### config.mk
export PLATFORM = sky130hd
export DESIGN_NAME = ahb_master_arbiter
export DESIGN_NICKNAME = d
export VERILOG_FILES = /design/src/rtl/ahb_master_arbiter.sv
export SDC_FILE = /design/constraint.sdc
export NUM_CORES = 1
export LEC_CHECK = 0
export BUFFER_PORTS_ARGS = -buffer_cell sky130_fd_sc_hd__buf_2
export CAP_MARGIN = 10
export CELL_PAD_IN_SITES_DETAIL_PLACEMENT = 0
export CELL_PAD_IN_SITES_GLOBAL_PLACEMENT = 1
export CORE_AREA = 2 2 165 167
export CTS_BUF_LIST = sky130_fd_sc_hd__clkbuf_8
export DETAILED_ROUTE_END_ITERATION = 8
export DIE_AREA = 0 0 167 169
export GPL_TIMING_DRIVEN = 0
export PLACE_DENSITY = 0.82
export SKIP_CTS_REPAIR_TIMING = 1
export SYNTH_ARGS = -nofsm -noshare
export SYNTH_HDL_FRONTEND = slang
export SYNTH_SLANG_ARGS = --single-unit
### constraint.sdc
create_clock -name hclk -period 2.2 [get_ports hclk]
set_clock_uncertainty 0.15 [all_clocks]
set_input_delay 0.44 -clock hclk [delete_from_list [all_inputs] [get_ports hclk]]
set_output_delay 0.44 -clock hclk [all_outputs]
set_load 0.05 [all_outputs]
### src/rtl/ahb_master_arbiter.sv
// ahb_master_arbiter
// Lets NREQ local requesters share one AHB-Lite master port. Each requester
// offers single read/write commands on a valid/ready handshake. A round-robin
// arbiter accepts one command at a time and issues it as a single NONSEQ
// transfer. Only one transfer is in flight at any time. Each completion is
// reported to its requester as a one-cycle response pulse.
module ahb_master_arbiter #(
   parameter int NREQ = 4,
   parameter int AW   = 32,
   parameter int DW   = 32
) (
   input  logic              hclk,
   input  logic              hreset,
   input  logic [NREQ-1:0]   req_valid,
   output logic [NREQ-1:0]   req_ready,
   input  logic [NREQ-1:0]   req_write,
   input  logic [NREQ*AW-1:0] req_addr,
   input  logic [NREQ*3-1:0] req_size,
   input  logic [NREQ*DW-1:0] req_wdata,
   output logic [NREQ-1:0]   rsp_valid,
   output logic [DW-1:0]     rsp_rdata,
   output logic              rsp_err,
   output logic [AW-1:0]     haddr,
   output logic [1:0]        htrans,
   output logic [2:0]        hsize,
   output logic              hwrite,
   output logic [DW-1:0]     hwdata,
   input  logic [DW-1:0]     hrdata,
   input  logic              hready,
   input  logic              hresp
);

   localparam int LW = (NREQ > 1) ? $clog2(NREQ) : 1;
   localparam logic [LW-1:0] LAST_INIT = LW'(NREQ - 1);

   localparam logic [1:0] ST_IDLE = 2'd0;
   localparam logic [1:0] ST_ADDR = 2'd1;
   localparam logic [1:0] ST_DATA = 2'd2;

   localparam logic [1:0] TRANS_IDLE   = 2'b00;
   localparam logic [1:0] TRANS_NONSEQ = 2'b10;

   logic [1:0]    state;
   logic [LW-1:0] last;
   logic [LW-1:0] owner;
   logic [LW-1:0] grant_idx;
   logic          grant_found;
   logic          accept;

   logic [AW-1:0] sel_addr;
   logic [2:0]    sel_size;
   logic          sel_write;
   logic [DW-1:0] sel_wdata;

   // Round-robin search: first valid requester after the last one granted,
   // wrapping around, so that the most recent winner has lowest priority.
   always_comb begin
      int cand;
      logic [LW-1:0] cand_idx;
      grant_found = 1'b0;
      grant_idx   = last;
      cand        = 0;
      cand_idx    = '0;
      for (int k = 1; k <= NREQ; k++) begin
         cand = int'(last) + k;
         if (cand >= NREQ) begin
            cand = cand - NREQ;
         end
         cand_idx = cand[LW-1:0];
         if (!grant_found && req_valid[cand_idx]) begin
            grant_found = 1'b1;
            grant_idx   = cand_idx;
         end
      end
   end

   // A command is taken only while idle and never during reset, so a
   // requester can never see a handshake that the reset then discards.
   assign accept = (state == ST_IDLE) && grant_found && !hreset;

   // The ready strobe is one-hot on the winner and only while idle.
   always_comb begin
      req_ready = '0;
      if (accept) begin
         req_ready[grant_idx] = 1'b1;
      end
   end

   // Pick the winning requester's fields out of the flattened buses.
   assign sel_addr  = req_addr[grant_idx*AW +: AW];
   assign sel_size  = req_size[grant_idx*3 +: 3];
   assign sel_write = req_write[grant_idx];
   assign sel_wdata = req_wdata[grant_idx*DW +: DW];

   // NONSEQ is shown only during the address phase; every other cycle is IDLE.
   assign htrans = (state == ST_ADDR) ? TRANS_NONSEQ : TRANS_IDLE;

   // Transfer sequencing: idle -> address phase -> data phase -> idle,
   // with both bus phases stretched for as long as hready stays low.
   always_ff @(posedge hclk) begin
      if (hreset) begin
         state <= ST_IDLE;
         last  <= LAST_INIT;
         owner <= '0;
      end else begin
         case (state)
            ST_IDLE: begin
               if (accept) begin
                  state <= ST_ADDR;
                  last  <= grant_idx;
                  owner <= grant_idx;
               end
            end
            ST_ADDR: begin
               if (hready) begin
                  state <= ST_DATA;
               end
            end
            ST_DATA: begin
               if (hready) begin
                  state <= ST_IDLE;
               end
            end
            default: begin
               state <= ST_IDLE;
            end
         endcase
      end
   end

   // The accepted command is captured once and held until the next one.
   // That keeps the address-phase signals stable through wait states and
   // write data present for the whole data phase, for reads as well.
   always_ff @(posedge hclk) begin
      if (hreset) begin
         haddr  <= '0;
         hsize  <= '0;
         hwrite <= 1'b0;
         hwdata <= '0;
      end else if (accept) begin
         haddr  <= sel_addr;
         hsize  <= sel_size;
         hwrite <= sel_write;
         hwdata <= sel_wdata;
      end
   end

   // Completion: when the data phase ends, capture the slave's data and error
   // status and pulse the owner's response bit for exactly one cycle. A
   // transfer cut short by reset never produces a response.
   always_ff @(posedge hclk) begin
      if (hreset) begin
         rsp_valid <= '0;
         rsp_rdata <= '0;
         rsp_err   <= 1'b0;
      end else begin
         rsp_valid <= '0;
         if ((state == ST_DATA) && hready) begin
            rsp_valid[owner] <= 1'b1;
            rsp_rdata        <= hrdata;
            rsp_err          <= hresp;
         end
      end
   end

endmodule

# Word-level counts from Yosys, hierarchy flattened
# Index checks and enable logic that the tools add are counted.
# Widths: inputs -> output; s select.
classes:
  n_bitwise: 1
  n_reduce_logical: 16
  muxes: 32
  shift: 3
  eq_ne: 5
  mul: 1
  addsub: 8
  order_cmp: 12
ops:
  columns: ["op", "n"]
  rows:
  - ["$shiftx 128x8->32", 2]
  - ["$mux 2", 12]
  - ["$lt 2x3->1 const B", 6]
  - ["$shiftx 12x5->3", 1]
  - ["$mux 1", 11]
  - ["$bmux 1 s2", 5]
  - ["$ge 3x3->1 const B", 3]
  - ["$logic_and 1x1->1", 8]
  - ["$sub 2x1->2 const B", 4]
  - ["$add 2x2->3 const B", 2]
  - ["$ne 2x2->1 const B", 3]
  - ["$pmux 2 s3", 1]
  - ["$add 2x3->4 const B", 1]
  - ["$demux 1 s2", 2]
  - ["$ge 2x1->1 const B", 2]
  - ["$ge 4x3->1 const B", 1]
  - ["$logic_not 1->1", 4]
  - ["$mul 2x2->4 const B", 1]
  - ["$mux 4", 1]
  - ["$add 2x1->3 const B", 1]
  - ["$reduce_and 3->1", 1]
  - ["$eq 2x1->1 const B", 1]
  - ["$eq 2x2->1 const B", 1]
  - ["$logic_not 2->1", 1]
  - ["other kinds (3)", 3]
totals:
  inputBits: 312
  wordCells: 88
  register_bits: 111
  output_inout_bits: 111

# Logic depth before layout (Yosys ltp)
logic_depth:
  ltp_word: 20
  ltp_mapped: 8
  depth_no_buf: 5

# Least setup slack after synthesis
# OpenSTA, ideal clock, no wires.
synth_path:
  path_type: "input -> output"
  startpoint: "input req_valid[1]"
  endpoint: "output req_ready[0]"
  t_required_ps: 1610
  n_path_buf: 2
  path_stages: 6
  slack_ps: -469
  arrival_time_ps: 2079
  path_cell_list: "nor2b_1 -> o21bai_1 -> buf_2 -> nand3_1 -> clkbuf_1 -> nor2_1"
synth_via:
  elab_chain_cells: 17
  elab_cells_between_ends: 30
  classes_between: "order compare: 2; mux: 19; reduce/logical: 9"
synth_lines:
  columns: ["element", "line_no", "rtl"]
  rows:
  - ["start: declaration", "14", "input logic [NREQ-1:0] req_valid,"]
  - ["$bmux 1 s2", "70", "if (!grant_found && req_valid[cand_idx]) begin"]
  - ["$mux 1 (not written as such)", "70", null]
  - ["$mux 1", "70", null]
  - ["$logic_not 1->1", "70", null]
  - ["$logic_and 1x1->1", "70", null]
  - ["$mux 1", "70", null]
  - ["$logic_not 1->1", "70", null]
  - ["$logic_and 1x1->1", "70", null]
  - ["$mux 1", "70", null]
  - ["$logic_not 1->1", "70", null]
  - ["$logic_and 1x1->1", "70", null]
  - ["$mux 2", "70", null]
  - ["$lt 2x3->1 (not written as such) or $ge 2x1->1 (tied branches)", "85", "req_ready[grant_idx] = 1'b1;"]
  - ["$logic_and 1x1->1 (not written as such)", "85", null]
  - ["$mux 1 (not written as such)", "85", null]
  - ["$demux 1 s2", "85", null]
  - ["$mux 4 (*)", "84", "if (accept) begin"]
  - ["end: declaration", "15", "output logic [NREQ-1:0] req_ready,"]
# Every way passes the cells marked *; elsewhere a longest branch is shown, timed or not. The select of a mux whose other input is x is not followed.

# Worst setup path after layout
layout_path:
  startpoint: "register last[0]"
  endpoint: "output req_ready[3]"
layout_via:
  elab_chain_cells: 20
  elab_cells_between_ends: 46
  classes_between: "add/sub: 8; order compare: 6; mux: 23; reduce/logical: 9"
layout_lines:
  columns: ["element", "line_no", "rtl"]
  rows:
  - ["start: declaration", "44", "logic [LW-1:0] last;"]
  - ["start signal: assignment", "110", "last <= grant_idx;"]
  - ["$add 2x1->3", "65", "cand = int'(last) + k;"]
  - ["$ge 3x3->1 or $sub 2x1->2 (tied branches)", "66, 67", null]
  - ["$mux 2", "66", "if (cand >= NREQ) begin"]
  - ["$bmux 1 s2", "70", null]
  - ["$mux 1 (not written as such)", "70", null]
  - ["$mux 1", "70", null]
  - ["$logic_not 1->1", "70", null]
  - ["$logic_and 1x1->1", "70", null]
  - ["[4 not listed]", null, null]
  - ["$logic_not 1->1", "70", null]
  - ["$logic_and 1x1->1", "70", null]
  - ["$mux 2", "70", null]
  - ["$lt 2x3->1 (not written as such) or $ge 2x1->1 (tied branches)", "85", null]
  - ["$logic_and 1x1->1 (not written as such)", "85", null]
  - ["$mux 1 (not written as such)", "85", null]
  - ["$demux 1 s2", "85", null]
  - ["$mux 4 (*)", "84", null]
# Marked as above.

==> impl_metrics.py <==
metrics = {
    "clocking": {
        "clk_pin_slew_ns": 0.13,
        "clkSinkCount": 111,
        "htreeDepth": 3,
        "clk_latency_ns": 0.39,
        "clockBufferDepth": 2,
        "cts_tree": "done",
        "cts_root_buf": "clkbuf_8",
        "cts_buffers": 9,
    },
    "power": {
        "p_total_mw": 7.33,
        "p_per_area_nw_per_um2": 763,
        "p_leak_nw": 4.61,
        "peakVddDrop_v": 0.000305,
    },
    "floorplanning": {
        "die_w_um": 167,
        "die_h_um": 169,
        "io_pins": 423,
        "core_area_um2": 26500,
        "die_area_um2": 28200,
        "rows": 60,
        "start_util_pct": 22.7,
    },
    "synthesis": {
        "seq_area_frac_synth_pct": 36.9,
        "synth_top_cell_area_share_pct": 36.9,
        "synth.distinct_cells": 38,
        "ys_ff_latch": 111,
        "synth_edf_count": 0,
        "yosys.area.top_type": "dfxtp_1",
        "synth_fp_nets": 1000,
        "synth.avg_cell_area_um2": 8.74,
        "synth_common_cells": "111 x dfxtp_1, 91 x a21oi_1, 70 x nand2_1",
        "ys_warn_count": 0,
        "synthesis.area_um2": 6020,
        "syn_inst": 688,
        "synth_area_leaders": "dfxtp_1 37%, mux2_2 11%, a221o_1 9.5%",
        "synthArstFlopShare_pct": 0,
        "synthFlopType": "dfxtp_1",
        "synth.most_common_cell": "dfxtp_1",
    },
    "place": {
        "io_buffer_count": 420,
        "hpwl_um": 22400,
        "place.gp.congestion": 0.876,
    },
    "setup_path": {
        "path_class": "reg -> out",
        "critPathLaunchType": "flip-flop",
        "arrival_ns": 1.93,
        "cp-end-kind": "primary output",
        "cp_num_buf_inv": 4,
        "crit_required_ns": 1.61,
        "slowest_delay_ns": 0.43,
        "timing.reg2reg.setup_slack_ns": -0.13,
        "crit_path_frequent_cell": "buf_12",
        "critPathMaxFanout": 8,
        "critical-path-slowest-cell": "dfxtp_4",
        "path_cells": "nor2b_4 -> o21a_4 -> nor3_4 -> buf_12 -> buf_12 -> buf_12 -> nor2_4 -> buf_8",
        "cp_top_family": "buffers and inverters",
    },
    "finish": {
        "drive_gt1_share_pct": 51.9,
        "fin_nets": 1472,
        "fillers": 2821,
        "multiInputGateArea_um2": 3670,
        "seq_area_um2": 2230,
        "utilization_pct": 36.2,
        "areaGrowthSynthToFinish_pct": 59.7,
    },
    "sta": {
        "tightest_slew_ns": 0.925,
        "setup_tns_ns": -3.67,
        "hold_viol": 0,
        "relSlewSlack_pct": 38.3,
        "setup_viol_count_final": 49,
        "fmax_mhz": 397,
        "setup_ws_ns": -0.319,
        "min_period_over_period_pct": 115,
        "rsz0062_at_grt": "true",
        "min_period_ns": 2.52,
        "slew_viol_final": 0,
    },
    "drt": {
        "wirelength_um": 29800,
        "ant_nets": 0,
        "drcViolationCount": 0,
        "drt_iter0_markers": 558,
        "via_per_inst": 5.06,
        "first_pass_iters": 7,
        "wl_per_cell_um": 19.8,
        "vias": 7620,
    },
    "status": {
        "status": "complete, but fails checks",
        "violations": "negative setup slack",
    },
    "grt": {
        "grt_pass1_wl_um": 42200,
        "grt_pass1_vias": 7356,
        "grt_max_degree": 22,
        "overflow": 0,
        "antenna_found_initial": 1,
        "gr-usage-all-layers_pct": 19.3,
    },
    "run": {
        "cap_violations": 0,
    },
    "min_path": {
        "hp-class": "in -> reg",
    },
}
cell families (layout without fill, tap and decap cells):
kind of cell | after synthesis | count (layout) | share of synthesized area [%]
compound gates | 242 | 242 | 29.2
simple gates | 182 | 182 | 15.4
flops | 111 | 111 | 36.9
buf+inv | 85 | 562 | 6.07
mux | 67 | 67 | 12.3
other cells | 1 | 2 | 0.0623
placed cells by master (no fill, tap or decap), types with 3 or more instances in the layout:
| master | count |
|---|---|
| buf_8 | 7 |
| clkbuf_1 | 36 |
| clkbuf_4 | 3 |
| nor2b_1 | 3 |
| mux2_2 | 35 |
| buf_4 | 46 |
| buf_6 | 3 |
| nand2_1 | 69 |
| buf_12 | 5 |
| nor2_4 | 5 |
| clkbuf_16 | 4 |
| clkbuf_8 | 10 |
| mux2_4 | 22 |
| mux2i_1 | 10 |
| a41oi_1 | 10 |
| a211oi_1 | 3 |
| clkbuf_2 | 11 |
| nor2_1 | 9 |
| dfxtp_1 | 108 |
| inv_1 | 3 |
| nand4_1 | 58 |
| o31ai_1 | 56 |
| a221o_1 | 57 |
| o211ai_1 | 10 |
| a21oi_1 | 91 |
| and3_1 | 12 |
| buf_2 | 427 |
| nand3_1 | 12 |
routing by layer:
| metal | vias to the layer above | track usage [%] | wire (um) |
|---|---|---|---|
| li1 | 3631 | - | - |
| met1 | 3544 | 23.4 | 12400 |
| met2 | 399 | 34.6 | 14700 |
| met3 | 46 | 3.93 | 2000 |
| met4 | 0 | 5.13 | 634 |
| met5 | - | 0 | 0 |
power breakdown:
| group | leakage, nW | internal, mW | switching [mW] |
|---|---|---|---|
| combinational | 3.60 | 1.37 | 2.17 |
| clock | 0.102 | 0.482 | 0.854 |
| sequential | 0.910 | 2.28 | 0.167 |
final timing paths:
path,startpoint,endpoint,cells past startpoint
setup / recovery,last[0],req_ready[3],8
hold reg to reg,rsp_rdata[17],rsp_rdata[17],2
setup reg to reg,last[0],haddr[10],7
hold / removal,hrdata[20],rsp_rdata[20],3
final cells by class:
type                    count  area share [%]
inverters                   3           0.117
multi-input cells         492            38.2
repair buffers            465            26.8
flip-flops and latches    111            23.2
clock buffers              10            1.43
clock inverters             6           0.742
diodes                      1          0.0261
plain buffers              78            5.11
well taps                 341            4.44
flip-flops by register name, summed over array words and instances (netlist names), 2 cells and up:
signal,cells
haddr,32
hsize,3
owner,2
hwdata,32
last,2
state,2
rsp_valid,4
rsp_rdata,32
worst reg2reg max path, stage by stage (launching register included):
cell and delay [ns]:
dfxtp_4 0.43, nor2b_4 0.08, o21a_4 0.23, nor3_4 0.22
buf_12 0.16, buf_2 0.28, mux2_2 0.40, a221o_1 0.30
stage by stage:
| step | instances | hold WS (ns) | worst slack (ns) | instance area, um2 |
|---|---|---|---|---|
| 4_1_cts | 1465 | 0.0770 | -1.31 | 8820 |
| 5_1_grt | 1507 | 0.0858 | -0.391 | 9610 |
| 2_1_floorplan | 688 | 0.263 | 0.000636 | 6090 |
| 3_5_place_dp | 1449 | 0.293 | -1.11 | 8620 |
| 6_report | 1507 | 0.112 | -0.319 | 9610 |
| 3_3_place_gp | 1449 | 0.286 | -1.07 | 8620 |
No activity file was read; power rests on OpenSTA's default activity.
